===== config.mk =====
export PLATFORM = sky130hd
export DESIGN_NAME = csa_add_scheduler_flat
export DESIGN_NICKNAME = d
export VERILOG_FILES = /design/src/rtl/csa_pkg.sv /design/src/rtl/csa_add_scheduler_if.sv /design/src/rtl/nibble_csa_slice.sv /design/src/rtl/csa_add_scheduler.sv /design/src/flat_wrapper.sv
export SDC_FILE = /design/constraint.sdc
export NUM_CORES = 1
export LEC_CHECK = 0
export ABC_AREA = 1
export CAP_MARGIN = 15
export CORE_MARGIN = 5
export CORE_UTILIZATION = 45
export CTS_BUF_LIST = sky130_fd_sc_hd__clkbuf_8
export DETAILED_ROUTE_END_ITERATION = 7
export PLACE_DENSITY = 0.78
export SYNTH_ARGS = -nofsm -noshare
export SYNTH_HDL_FRONTEND = slang
export SYNTH_SLANG_ARGS = --single-unit
export TNS_END_PERCENT = 1

===== constraint.sdc =====
create_clock -name clk -period 3.2 [get_ports clk]
set_input_delay 0.32 -clock clk [delete_from_list [all_inputs] [get_ports clk]]
set_output_delay 0.32 -clock clk [all_outputs]
set_load 0.1 [all_outputs]

===== src/rtl/csa_pkg.sv =====
// Shared types and constants for the carry-select add scheduler.
package csa_pkg;

  localparam int NIBBLE_W = 4;

  typedef enum logic [1:0] {
    ST_IDLE = 2'd0,
    ST_ADD  = 2'd1,
    ST_DONE = 2'd2
  } state_t;

  typedef logic id_t;

endpackage


===== src/rtl/csa_add_scheduler_if.sv =====
// Request/response bundle between two clients and the add scheduler.
interface csa_add_scheduler_if
  import csa_pkg::*;
#(
  parameter int NIBBLES = 4
);
  localparam int W = NIBBLE_W * NIBBLES;

  logic         req0_valid;
  logic         req0_ready;
  logic [W-1:0] req0_a;
  logic [W-1:0] req0_b;
  logic         req0_cin;

  logic         req1_valid;
  logic         req1_ready;
  logic [W-1:0] req1_a;
  logic [W-1:0] req1_b;
  logic         req1_cin;

  logic         rsp_valid;
  logic         rsp_ready;
  logic [W-1:0] rsp_sum;
  logic         rsp_cout;
  id_t          rsp_id;
  logic         busy;

  // client side
  modport master (
    output req0_valid, req0_a, req0_b, req0_cin,
    output req1_valid, req1_a, req1_b, req1_cin,
    output rsp_ready,
    input  req0_ready, req1_ready,
    input  rsp_valid, rsp_sum, rsp_cout, rsp_id, busy
  );

  // scheduler side
  modport slave (
    input  req0_valid, req0_a, req0_b, req0_cin,
    input  req1_valid, req1_a, req1_b, req1_cin,
    input  rsp_ready,
    output req0_ready, req1_ready,
    output rsp_valid, rsp_sum, rsp_cout, rsp_id, busy
  );

endinterface


===== src/rtl/nibble_csa_slice.sv =====
// 4-bit carry-select adder: two precomputed ripple sums selected by carry-in.
module nibble_csa_slice
  import csa_pkg::*;
(
  input  logic [NIBBLE_W-1:0] a,
  input  logic [NIBBLE_W-1:0] b,
  input  logic                cin,
  output logic [NIBBLE_W-1:0] sum,
  output logic                cout
);

  logic [NIBBLE_W:0] r0, r1;

  // both carry hypotheses evaluated in parallel, carry-in only drives the mux
  always_comb begin
    r0 = {1'b0, a} + {1'b0, b};
    r1 = {1'b0, a} + {1'b0, b} + {{NIBBLE_W{1'b0}}, 1'b1};
    {cout, sum} = cin ? r1 : r0;
  end

endmodule


===== src/rtl/csa_add_scheduler.sv =====
// Round-robin arbiter + nibble-serial add sequencer around one shared CSA slice.
module csa_add_scheduler
  import csa_pkg::*;
#(
  parameter int NIBBLES = 4
)(
  input  logic                clk,
  input  logic                rst,
  csa_add_scheduler_if.slave  bus
);

  localparam int IDX_W = (NIBBLES > 1) ? $clog2(NIBBLES) : 1;

  typedef logic [NIBBLES-1:0][NIBBLE_W-1:0] nib_vec_t;

  state_t             state_q, state_d;
  id_t                prio_q,  prio_d;
  id_t                id_q,    id_d;
  logic [IDX_W-1:0]   idx_q,   idx_d;
  nib_vec_t           a_q,     a_d;
  nib_vec_t           b_q,     b_d;
  nib_vec_t           sum_q,   sum_d;
  logic               carry_q, carry_d;
  logic               rsp_valid_q, rsp_valid_d;
  logic               busy_q,  busy_d;

  logic               grant0, grant1;
  logic [NIBBLE_W-1:0] slice_sum;
  logic               slice_cout;

  nibble_csa_slice u_slice (
    .a    (a_q[idx_q]),
    .b    (b_q[idx_q]),
    .cin  (carry_q),
    .sum  (slice_sum),
    .cout (slice_cout)
  );

  // round-robin grant; only offered in IDLE and never while reset is held
  always_comb begin
    grant0 = 1'b0;
    grant1 = 1'b0;
    if (state_q == ST_IDLE && !rst) begin
      if (bus.req0_valid && (!bus.req1_valid || prio_q == 1'b0)) grant0 = 1'b1;
      else if (bus.req1_valid)                                     grant1 = 1'b1;
    end
  end

  assign bus.req0_ready = grant0;
  assign bus.req1_ready = grant1;

  // next-state: accept in IDLE, one nibble per cycle in ADD, hold in DONE
  always_comb begin
    state_d     = state_q;
    prio_d      = prio_q;
    id_d        = id_q;
    idx_d       = idx_q;
    a_d         = a_q;
    b_d         = b_q;
    sum_d       = sum_q;
    carry_d     = carry_q;
    rsp_valid_d = rsp_valid_q;
    busy_d      = busy_q;
    case (state_q)
      ST_IDLE: begin
        if (grant0 || grant1) begin
          a_d     = grant1 ? bus.req1_a   : bus.req0_a;
          b_d     = grant1 ? bus.req1_b   : bus.req0_b;
          carry_d = grant1 ? bus.req1_cin : bus.req0_cin;
          id_d    = grant1;
          prio_d  = grant0;          // loser gets preference next time
          idx_d   = '0;
          sum_d   = '0;
          state_d = ST_ADD;
          busy_d  = 1'b1;
        end
      end
      ST_ADD: begin
        sum_d[idx_q] = slice_sum;
        carry_d      = slice_cout;
        idx_d        = idx_q + IDX_W'(1);
        if (idx_q == IDX_W'(NIBBLES - 1)) begin
          idx_d       = '0;
          state_d     = ST_DONE;
          rsp_valid_d = 1'b1;
        end
      end
      ST_DONE: begin
        if (bus.rsp_ready) begin
          state_d     = ST_IDLE;
          rsp_valid_d = 1'b0;
          busy_d      = 1'b0;
        end
      end
      default: begin
        state_d     = ST_IDLE;
        rsp_valid_d = 1'b0;
        busy_d      = 1'b0;
      end
    endcase
  end

  // all state, async clear aborts any operation in flight
  always_ff @(posedge clk or posedge rst) begin
    if (rst) begin
      state_q     <= ST_IDLE;
      prio_q      <= 1'b0;
      id_q        <= 1'b0;
      idx_q       <= '0;
      a_q         <= '0;
      b_q         <= '0;
      sum_q       <= '0;
      carry_q     <= 1'b0;
      rsp_valid_q <= 1'b0;
      busy_q      <= 1'b0;
    end else begin
      state_q     <= state_d;
      prio_q      <= prio_d;
      id_q        <= id_d;
      idx_q       <= idx_d;
      a_q         <= a_d;
      b_q         <= b_d;
      sum_q       <= sum_d;
      carry_q     <= carry_d;
      rsp_valid_q <= rsp_valid_d;
      busy_q      <= busy_d;
    end
  end

  assign bus.rsp_valid = rsp_valid_q;
  assign bus.rsp_sum   = sum_q;
  assign bus.rsp_cout  = carry_q;
  assign bus.rsp_id    = id_q;
  assign bus.busy      = busy_q;

endmodule


===== src/flat_wrapper.sv =====
// flat-port wrapper written by rule: the top's interface ports become plain ports
module csa_add_scheduler_flat import csa_pkg::*;
#(
  parameter int NIBBLES = 4
)
  (clk, rst, bus_req0_valid, bus_req0_a, bus_req0_b, bus_req0_cin, bus_req1_valid, bus_req1_a, bus_req1_b, bus_req1_cin, bus_rsp_ready, bus_req0_ready, bus_req1_ready, bus_rsp_valid, bus_rsp_sum, bus_rsp_cout, bus_rsp_id, bus_busy);
  csa_add_scheduler_if #(.NIBBLES(NIBBLES)) bus_i ();
  input  logic clk;
  input  logic rst;
  input wire logic [$bits(bus_i.req0_valid)-1:0] bus_req0_valid;
  input wire logic [$bits(bus_i.req0_a)-1:0] bus_req0_a;
  input wire logic [$bits(bus_i.req0_b)-1:0] bus_req0_b;
  input wire logic [$bits(bus_i.req0_cin)-1:0] bus_req0_cin;
  input wire logic [$bits(bus_i.req1_valid)-1:0] bus_req1_valid;
  input wire logic [$bits(bus_i.req1_a)-1:0] bus_req1_a;
  input wire logic [$bits(bus_i.req1_b)-1:0] bus_req1_b;
  input wire logic [$bits(bus_i.req1_cin)-1:0] bus_req1_cin;
  input wire logic [$bits(bus_i.rsp_ready)-1:0] bus_rsp_ready;
  output wire logic [$bits(bus_i.req0_ready)-1:0] bus_req0_ready;
  output wire logic [$bits(bus_i.req1_ready)-1:0] bus_req1_ready;
  output wire logic [$bits(bus_i.rsp_valid)-1:0] bus_rsp_valid;
  output wire logic [$bits(bus_i.rsp_sum)-1:0] bus_rsp_sum;
  output wire logic [$bits(bus_i.rsp_cout)-1:0] bus_rsp_cout;
  output wire logic [$bits(bus_i.rsp_id)-1:0] bus_rsp_id;
  output wire logic [$bits(bus_i.busy)-1:0] bus_busy;
  assign bus_i.req0_valid = bus_req0_valid;
  assign bus_i.req0_a = bus_req0_a;
  assign bus_i.req0_b = bus_req0_b;
  assign bus_i.req0_cin = bus_req0_cin;
  assign bus_i.req1_valid = bus_req1_valid;
  assign bus_i.req1_a = bus_req1_a;
  assign bus_i.req1_b = bus_req1_b;
  assign bus_i.req1_cin = bus_req1_cin;
  assign bus_i.rsp_ready = bus_rsp_ready;
  assign bus_req0_ready = bus_i.req0_ready;
  assign bus_req1_ready = bus_i.req1_ready;
  assign bus_rsp_valid = bus_i.rsp_valid;
  assign bus_rsp_sum = bus_i.rsp_sum;
  assign bus_rsp_cout = bus_i.rsp_cout;
  assign bus_rsp_id = bus_i.rsp_id;
  assign bus_busy = bus_i.busy;
  csa_add_scheduler #(.NIBBLES(NIBBLES)) u_core (.clk(clk), .rst(rst), .bus(bus_i));
endmodule

### Yosys cells after proc, flatten, opt, wreduce, memory -nomap -nowiden

Index checks and enable logic that the tools add are counted.

| storage, ports and cells | value |
|---|---|
| register bits | 57 |
| word-level logic and storage cells | 79 |
| output and inout port bits | 22 |
| bits of input ports | 71 |

| cells by class | value |
|---|---|
| equal/unequal tests | 6 |
| reduce and logical (&&, ||, !) cells | 14 |
| magnitude comparators | 2 |
| add/sub/neg operators | 3 |
| multiplexer cells | 32 |
| bitwise logic cells | 3 |

Operators with widths:

| operator | number |
|---|---|
| $mux 16 | 3 |
| $pmux 16 s2 | 1 |
| $bmux 4 s2 | 2 |
| $bwmux 16 | 1 |
| $mux 4 | 3 |
| $mux 1 | 10 |
| $mux 2 | 5 |
| $reduce_and 3->1 | 3 |
| $demux 4 s2 | 1 |
| $pmux 1 s3 | 2 |
| $pmux 2 s3 | 1 |
| $add 4x4->5 | 1 |
| $add 5x1->5 const B | 1 |
| $mux 5 | 1 |
| $eq 2x2->1 const B | 2 |
| $ne 2x2->1 const B | 2 |
| $pmux 2 s2 | 1 |
| $reduce_and 2->1 | 2 |
| $logic_and 1x1->1 | 3 |
| $lt 2x3->1 const B | 1 |
| $not 1->1 | 3 |
| $add 2x1->2 const B | 1 |
| $eq 2x1->1 const B | 1 |
| $ge 2x1->1 const B | 1 |
| 6 further kinds | 8 |

### Depth between registers and ports, before layout

Gate-level depths: netlist of run 1.

| logic depth | value |
|---|---|
| word-level depth | 8 |
| gate-level depth with buffers | 17 |
| depth with buffers taken out | 15 |

### Cells and area by module

From an unflattened synthesis of run 1, not the netlist that was laid out.

| second synthesis, totals | value |
|---|---|
| cells, all modules | 474 |
| area total of the unflattened synthesis | 3369.5 µm² |

Modules (own cells, without submodules):

| module | cells an instance | sequential area each (µm²) | times used | area each (µm²) |
|---|---|---|---|---|
| csa_add_scheduler | 423 | 1426.4 | 1 | 3076.7 |
| nibble_csa_slice | 51 | 0.0 | 1 | 292.8 |

### Worst setup path after synthesis of run 1

No wires, ideal clock.

| path | value |
|---|---|
| kind | register to register |
| from | reg u_core.idx_q[0] |
| to | reg u_core.carry_q, in the netlist u_core.bus.rsp_cout |
| cell stages (with the launch flop) | 17 |
| arrival | 2.501 ns |
| path buffers | 2 |
| setup time | 0.078 ns |
| data required time | 3.122 ns |
| setup slack | 0.620 ns |
| period minus slack after synthesis | 2.580 ns |
| path through | dfrtp_1 clkbuf_1 inv_2 buf_2 nor2_1 o22ai_1 ha_1 inv_1 fa_1 inv_1 ha_1 nand2_1 nor2_1 nand3_1 nand2_1 nand3_1 a21oi_1 |

| on the way | value |
|---|---|
| longest elaborated chain between the ends | 6 |
| elaborated cells between the ends (all ways) | 8 |
| those cells by class | add/sub (2); mux (6) |

Ends and longest elaborated chain:

| what | RTL line | RTL |
|---|---|---|
| start, declared | csa_add_scheduler.sv:19 | `logic [IDX_W-1:0] idx_q, idx_d;` |
| start signal, assigned | csa_add_scheduler.sv:120 | `idx_q <= idx_d;` |
| $bmux 4 s2 (on tied branches) | csa_add_scheduler.sv:32, csa_add_scheduler.sv:33 |  |
| $mux 4 (on tied branches) | csa_add_scheduler.sv:32, csa_add_scheduler.sv:33 |  |
| $add 4x4->5 * | nibble_csa_slice.sv:16, nibble_csa_slice.sv:17 |  |
| $add 5x1->5 | nibble_csa_slice.sv:17 | `r1 = {1'b0, a} + {1'b0, b} + {{NIBBLE_W{1'b0}}, 1'b1};` |
| $mux 5 * | nibble_csa_slice.sv:18 | `{cout, sum} = cin ? r1 : r0;` |
| $pmux 1 s2 * | csa_add_scheduler.sv:64 | `case (state_q)` |
| end signal, assigned | csa_add_scheduler.sv:124 | `carry_q <= carry_d;` |
| end, declared | csa_add_scheduler.sv:23 | `logic carry_q, carry_d;` |

Mark *: on every way between the ends. The rest lies on a longest branch, timed or not. The select of a mux whose other input is x is not followed.
A chain may end at the register's enable or synchronous reset.

### Final worst setup path of run 1

| path | value |
|---|---|
| from | reg u_core.idx_q[0] |
| to | reg u_core.sum_q, in the netlist u_core.bus.rsp_sum[13] |

| on the way | value |
|---|---|
| longest elaborated chain between the ends | 7 |
| elaborated cells between the ends (all ways) | 14 |
| those cells by class | add/sub (2); order compare (2); mux (9); reduce/logical (1) |

Ends and longest elaborated chain:

| what | RTL line | RTL |
|---|---|---|
| $bmux 4 s2 (on tied branches) | csa_add_scheduler.sv:32, csa_add_scheduler.sv:33 |  |
| $mux 4 (on tied branches) | csa_add_scheduler.sv:32, csa_add_scheduler.sv:33 |  |
| $add 4x4->5 | nibble_csa_slice.sv:16, nibble_csa_slice.sv:17 |  |
| $add 5x1->5 | nibble_csa_slice.sv:17 |  |
| $mux 5 | nibble_csa_slice.sv:18 |  |
| $bwmux 16 * | csa_add_scheduler.sv:79 | `sum_d[idx_q] = slice_sum;` |
| $pmux 16 s2 * | csa_add_scheduler.sv:64 |  |
| end signal, assigned | csa_add_scheduler.sv:123 | `sum_q <= sum_d;` |
| end, declared | csa_add_scheduler.sv:22 | `nib_vec_t sum_q, sum_d;` |

Marked as above.

==> results of run 1 <==
where the power goes:
group	leakage [uW]	total (uW)	switching [uW]	internal [uW]
Combinational	0.00110	3080	2110	973
Sequential	0.000675	1270	213	1060
Clock	0.000106	660	268	392
Total	0.00188	5020	2590	2420
worst min-delay path by stage:
stage               slack, ns         startpoint                end
floorplan                0.47      bus_req1_a[7]      u_core.a_q[7]
global placement         0.47  u_core.bus.rsp_id  u_core.bus.rsp_id
detailed placement       0.49    u_core.bus.busy    u_core.bus.busy
CTS                      0.47                rst      u_core.prio_q
global route             0.51                rst      u_core.prio_q
finish                   0.46                rst      u_core.prio_q
sequential cells by signal, indices dropped and copies added, names as in the netlist:
register,count
u_core.prio_q,1
u_core.bus.rsp_valid,1
u_core.bus.busy,1
u_core.bus.rsp_id,1
u_core.bus.rsp_sum,16
u_core.a_q,16
u_core.state_q,2
u_core.idx_q,2
u_core.b_q,16
u_core.bus.rsp_cout,1
layout make-up:
| class | instances | area, sq um |
|---|---|---|
| inverters | 24 | 90.1 |
| flip-flops and latches | 57 | 1430 |
| clock inverters | 4 | 43.8 |
| multi-input cells | 276 | 1370 |
| clock buffers | 11 | 151 |
| well taps | 77 | 96.3 |
| repair buffers | 99 | 978 |
| fillers | 544 | 2270 |
stage by stage:
stage | total power, uW | setup WS (ns) | hold WS [ns] | cells
3_3_place_gp | 4270 | 0.703 | 0.466 | 533
6_report | 5020 | 0.569 | 0.458 | 548
5_1_grt | 5430 | 0.245 | 0.513 | 548
3_5_place_dp | 4360 | 0.597 | 0.494 | 533
2_1_floorplan | 3590 | 0.620 | 0.466 | 376
4_1_cts | 5030 | 0.576 | 0.475 | 548
cell families after synthesis:
family | Yosys count | synth area share (%)
simple gates | 182 | 24.9
compound gates | 81 | 15.6
flops | 57 | 47.7
buf+inv | 43 | 6.61
fa+ha+maj | 10 | 4.43
xor+xnor | 3 | 0.878
cells in the final DEF (no fill, tap or decap):
| cell type | instances |
|---|---|
| nand2_1 | 98 |
| clkdlybuf4s50_1 | 89 |
| dfrtp_1 | 57 |
| nor2_1 | 52 |
| o21ai_0 | 33 |
| a31oi_1 | 32 |
| nand3_1 | 26 |
| inv_1 | 19 |
| clkbuf_8 | 11 |
| ha_1 | 9 |
| buf_4 | 9 |
| inv_2 | 6 |
| o22ai_1 | 6 |
| a21oi_1 | 5 |
| xnor2_1 | 3 |
| nand2_2 | 2 |
| nand2_4 | 2 |
| a32oi_1 | 2 |
| clkinv_2 | 2 |
| a21boi_1 | 1 |
| nor2_4 | 1 |
| a21boi_0 | 1 |
| nor3_1 | 1 |
| o21ai_1 | 1 |
| fa_1 | 1 |
| bufinv_16 | 1 |
| buf_12 | 1 |
routing by layer:
layer	GRT usage (%)	share of wire, %	vias to the layer above
li1	-	-	1439
met1	23.2	44	1320
met2	32.4	49	79
met3	4.13	5.2	14
met4	8.67	2.1	0
met5	0	0	-
==> impl_metrics.yaml, run 1 <==
floorplanning:
  io_pins: 93
  die-area_sq_mm: 0.00838
  coreArea_sq_mm: 0.00642
  die_h_um: 91.6
  rows: 29
  start_util_pct: 46.6
  die_w_um: 91.6
synthesis:
  yosysTopAreaCellShare_pct: 47.7
  synth-async-reset-ratio_pct: 100
  avgSynthCellArea_sq_um: 7.96
  synth_edf_count: 0
  ys_ff_latch: 57
  ys.flop_type: "dfrtp_1"
  yosysSeqAreaShare_pct: 47.7
  netlist_area_sq_mm: 0.00299
  synth.most_common_cell: "nand2_1"
  synth_area_leader_cell: "dfrtp_1"
  synth_cells: 376
  synth_nets: 457
  synth_commonest_cells: "nand2_1, dfrtp_1, nor2_1"
  synth.yosys.warnings: 0
  ys_types: 24
  synth.area.top_cells: "dfrtp_1, nand2_1, a31oi_1, nor2_1, o21ai_0"
finish:
  postLayoutCoreUtil_pct: 64.7
  drive_gt1_share_pct: 7.43
  finalInstanceArea_sq_mm: 0.00416
  num-nets-final: 548
  num_antenna_cells: 0
  area_delta_synth_final_pct: 38.8
routing:
  vias_per_cell: 5.20
  wl_per_cell_um: 13.9
  drc: 0
  vias: 2852
  firstDrtPassIters: 4
  ant_nets: 0
  wirelength_um: 7640
  drt_iter0_drc: 109
critical_path:
  reg2reg_depth: 10
  critPathKind: "reg2reg"
  r2r_slack_ns: 0.57
  reg2reg_from: "u_core.idx_q[0]"
  cp_cell_sequence: "inv_2 -> o21ai_0 -> o22ai_1 -> ha_1 -> inv_1 -> fa_1 -> inv_1 -> ha_1 -> a21oi_1 -> o21ai_0"
  path_delay_family: "adder cells"
  rr_endpoint: "u_core.bus.rsp_sum[13]"
  startpoint: "u_core.idx_q[0]"
  critPathSlowestCell: "fa_1"
  crit_cells: 10
  cp.required_ns: 3.40
  critical_path.max_stage_delay_ns: 0.50
  worstSetupEndpoint: "u_core.bus.rsp_sum[13]"
  cp_max_fo: 19
  critPathLaunchType: "flip-flop"
  endpoint_kind: "flip-flop"
  crit_buf_inv: 3
  cp.arrival_ns: 2.83
grt:
  grt_usage_pct: 19.1
  grt_overflow_total: 0
  grt_pass1_vias: 2915
  grt_pass1_wl_um: 13000
  grt_max_degree: 49
  antenna_found_initial: 0
clocking:
  path_clk_slew_ns: 0.06
  cts_made_buffers: 9
  cts_tree: "yes"
  postCtsSetupRepairBufs: 0
  ctsHoldBuffers: 0
  clock-sinks: 57
  clock-root-buffer: "clkbuf_8"
  clockBufferDepth: 2
  cts_max_level: 3
  clk_latency_ns: 0.33
  cts_resized: 0
timing:
  worst_slew_pin_slew_ns: 0.982
  final_hold_viol_count: 0
  drv_slew: 0
  fin_setup_tns_ns: 0
  fmax_mhz: 380
  rsz0062_at_grt: "false"
  period_share_pct: 82.2
  fin_crit_ns: 2.63
  skew_ns: 0.00704
  relSlewSlack_pct: 34.3
  setup_viol: 0
power_and_ir_drop:
  p_leak_uw: 0.00188
  peakVddDrop_uv: 404
  power.density_mw_per_mm2: 1210
placement:
  place.detailed.hpwl_um: 5960
  place_area_sq_mm: 0.00396
  gp_congestion: 0.836
  io_buffers: 92
status:
  outcome: "finished, final reports clean"
job:
  maxCapViolations: 0
min_path:
  hp-class: "in2async"
Note: power is estimated with default switching activity, not from simulation.
==> run 2, diff against run 1 <==
Settings changed: CORE_UTILIZATION 45 to 44, PLACE_DENSITY 0.78 to 0.79.
Clock period 3.2 ns to 2.3 ns, I/O delays scaled along.
==> run 2 against run 1 <==
The flow now finishes with violations (negative setup slack). Die area is 2.0% higher. Global-route usage is 0.55 points lower. Cell count rose by 4.9%. Critical path depth grew 5. Routed wire length grew 4.8%. Maximum frequency is 6.3% higher. Register-to-register slack worse by 0.74 ns. Count of clock-buffer cells in the layout unchanged. Non-clock buffer count increased by 22. Clock skew is 0.0028 ns higher. Critical path type unchanged.
==> impl_metrics.yaml, run 2 (synthesized netlist as in run 1, its figures left out) <==
status:
  outcome: "complete, but fails checks"
  violations: "negative setup slack"
job:
  maxCapViolations: 0
placement:
  io_buffers: 92
  dp.cells: 550
  place.detailed.hpwl_um: 5930
  gp_congestion: 0.840
timing:
  final_hold_viol_count: 0
  setup_viol: 13
  hold_ws_ns: 0.312
  period_share_pct: 108
  relSlewSlack_pct: 64.8
  rsz0062_at_grt: "true"
  fmax_mhz: 404
  final.setup.worst_slack_ns: -0.175
  skew_ns: 0.00985
  worst_slew_pin_slew_ns: 0.527
  drv_slew: 0
  fin_crit_ns: 2.47
finish:
  postLayoutCoreUtil_pct: 67.8
  area_delta_synth_final_pct: 52.1
  final_cells: 575
  final_common_cell: "nand2_1"
  fillers: 521
  num_antenna_cells: 0
  multiInputGateArea_sq_mm: 0.00149
  final_cell_mix: "nand2_1, clkdlybuf4s50_1, dfrtp_1, nor2_1, buf_4"
  drive_gt1_share_pct: 20.8
  num-nets-final: 571
  seq_area_sq_mm: 0.00143
clocking:
  clockBufferDepth: 2
  clk_latency_ns: 0.34
  cts_made_buffers: 9
  clock-sinks: 57
  path_clk_slew_ns: 0.07
  ctsHoldBuffers: 0
  cts_tree: "yes"
  clock-root-buffer: "clkbuf_8"
  cts_max_level: 3
floorplanning:
  die_w_um: 92.5
  coreArea_sq_mm: 0.00672
  rows: 30
  die-area_sq_mm: 0.00855
  die_h_um: 92.5
  io_pins: 93
  start_util_pct: 44.5
grt:
  grt_usage_pct: 18.6
  grt.busiest_layer: "met2"
  grtUsageMet3_pct: 5.61
  gr-usage-met1_pct: 22.7
  grt_pass1_vias: 2788
  antenna_found_initial: 0
  grt_overflow_total: 0
  grt_max_degree: 65
  grtUsageMet2_pct: 30.6
  grt_pass1_wl_um: 12700
critical_path:
  critPathKind: "reg2reg"
  critPathLaunchType: "flip-flop"
  endpoint_kind: "flip-flop"
  cp.arrival_ns: 2.75
  critPathSlowestCell: "fa_1"
  worstSetupEndpoint: "u_core.bus.rsp_cout"
  cp_cell_sequence: "buf_12 -> inv_6 -> buf_4 -> nand2_1 -> a32oi_1 -> inv_1 -> fa_1 -> inv_2 -> ha_4 -> nand2_4 -> nor2_4 -> nand3_2 -> nand2_2 -> nand3_2 -> a21oi_2"
  critical_path.most_common_cell: "nand3_2"
  cp_max_fo: 7
  r2r_slack_ns: -0.17
  reg2reg_from: "u_core.idx_q[0]"
  reg2reg_depth: 15
  cp.required_ns: 2.57
  startpoint: "u_core.idx_q[0]"
  rr_endpoint: "u_core.bus.rsp_cout"
  critical_path.max_stage_delay_ns: 0.47
routing:
  drt_iter0_drc: 80
  vias: 2940
  wl_per_cell_um: 13.9
  ant_nets: 0
  drc: 0
  wirelength_um: 8000
  firstDrtPassIters: 4
  vias_per_cell: 5.11
min_path:
  hp-class: "in2async"
## run 2: cell count changes in the layout (fill, tap and decap cells not counted), sizes merged
| cell | previous run | this run |
|---|---|---|
| buf | 10 | 50 |
| bufinv | 1 | 3 |
| clkdlybuf4s50 | 89 | 70 |
| clkbuf | 11 | 12 |
## run 2: worst min path at each step
stage | startpoint | end | depth (start not counted)
6_report | rst | u_core.prio_q | 2
5_1_grt | rst | u_core.prio_q | 2
4_1_cts | rst | u_core.prio_q | 2
3_5_place_dp | u_core.bus.rsp_id | u_core.bus.rsp_id | 2
3_3_place_gp | u_core.bus.rsp_id | u_core.bus.rsp_id | 2
2_1_floorplan | bus_req1_a[7] | u_core.a_q[7] | 2
## run 2: repair_timing
| action | in CTS | in global routing |
|---|---|---|
| setup buffers | 0 | 7 |
| gates resized for setup | 8 | 33 |
| pin swaps | 2 | 12 |
| endpoints found under the setup margin | 13 | 13 |
| cloned | 0 | 2 |
## run 2: layer usage
metal,up-vias,wire length [um]
met1,1340,3380
met2,91,3950
met4,0,160
li1,1491,-
met3,18,507
met5,-,0
## run 2: stage by stage
step	setup slack [ns]	setup TNS, ns	area [sq um]
final	-0.175	-1.14	4550
after CTS	-0.0916	-0.288	4360
after global routing	-0.283	-2.48	4550
after detailed placement	-0.138	-1.06	4080
after global placement	-0.0495	-0.276	4080
after floorplan	-0.116	-0.789	3020
## run 2: area by class of cell
class	instances	area share, %
repair buffers	121	25.7
flip-flops and latches	57	31.3
inverters	24	2.31
clock buffers	11	3.33
repair inverters	1	0.192
well taps	80	2.20
clock inverters	5	2.25
multi-input cells	276	32.7
## run 2: critical path, delay by kind of cell, from the launching register on
family	cells	cell delay [ns]
AO/OA/AOI/OAI	2	0.38
adder cells (fa/ha/maj)	2	0.61
buffers and inverters	5	0.53
AND/OR/NAND/NOR	6	0.47
flip-flops	1	0.43
Power of run 2 is not shown: default switching activity piles up to over one toggle a cycle in this logic, so the estimate is an artifact.
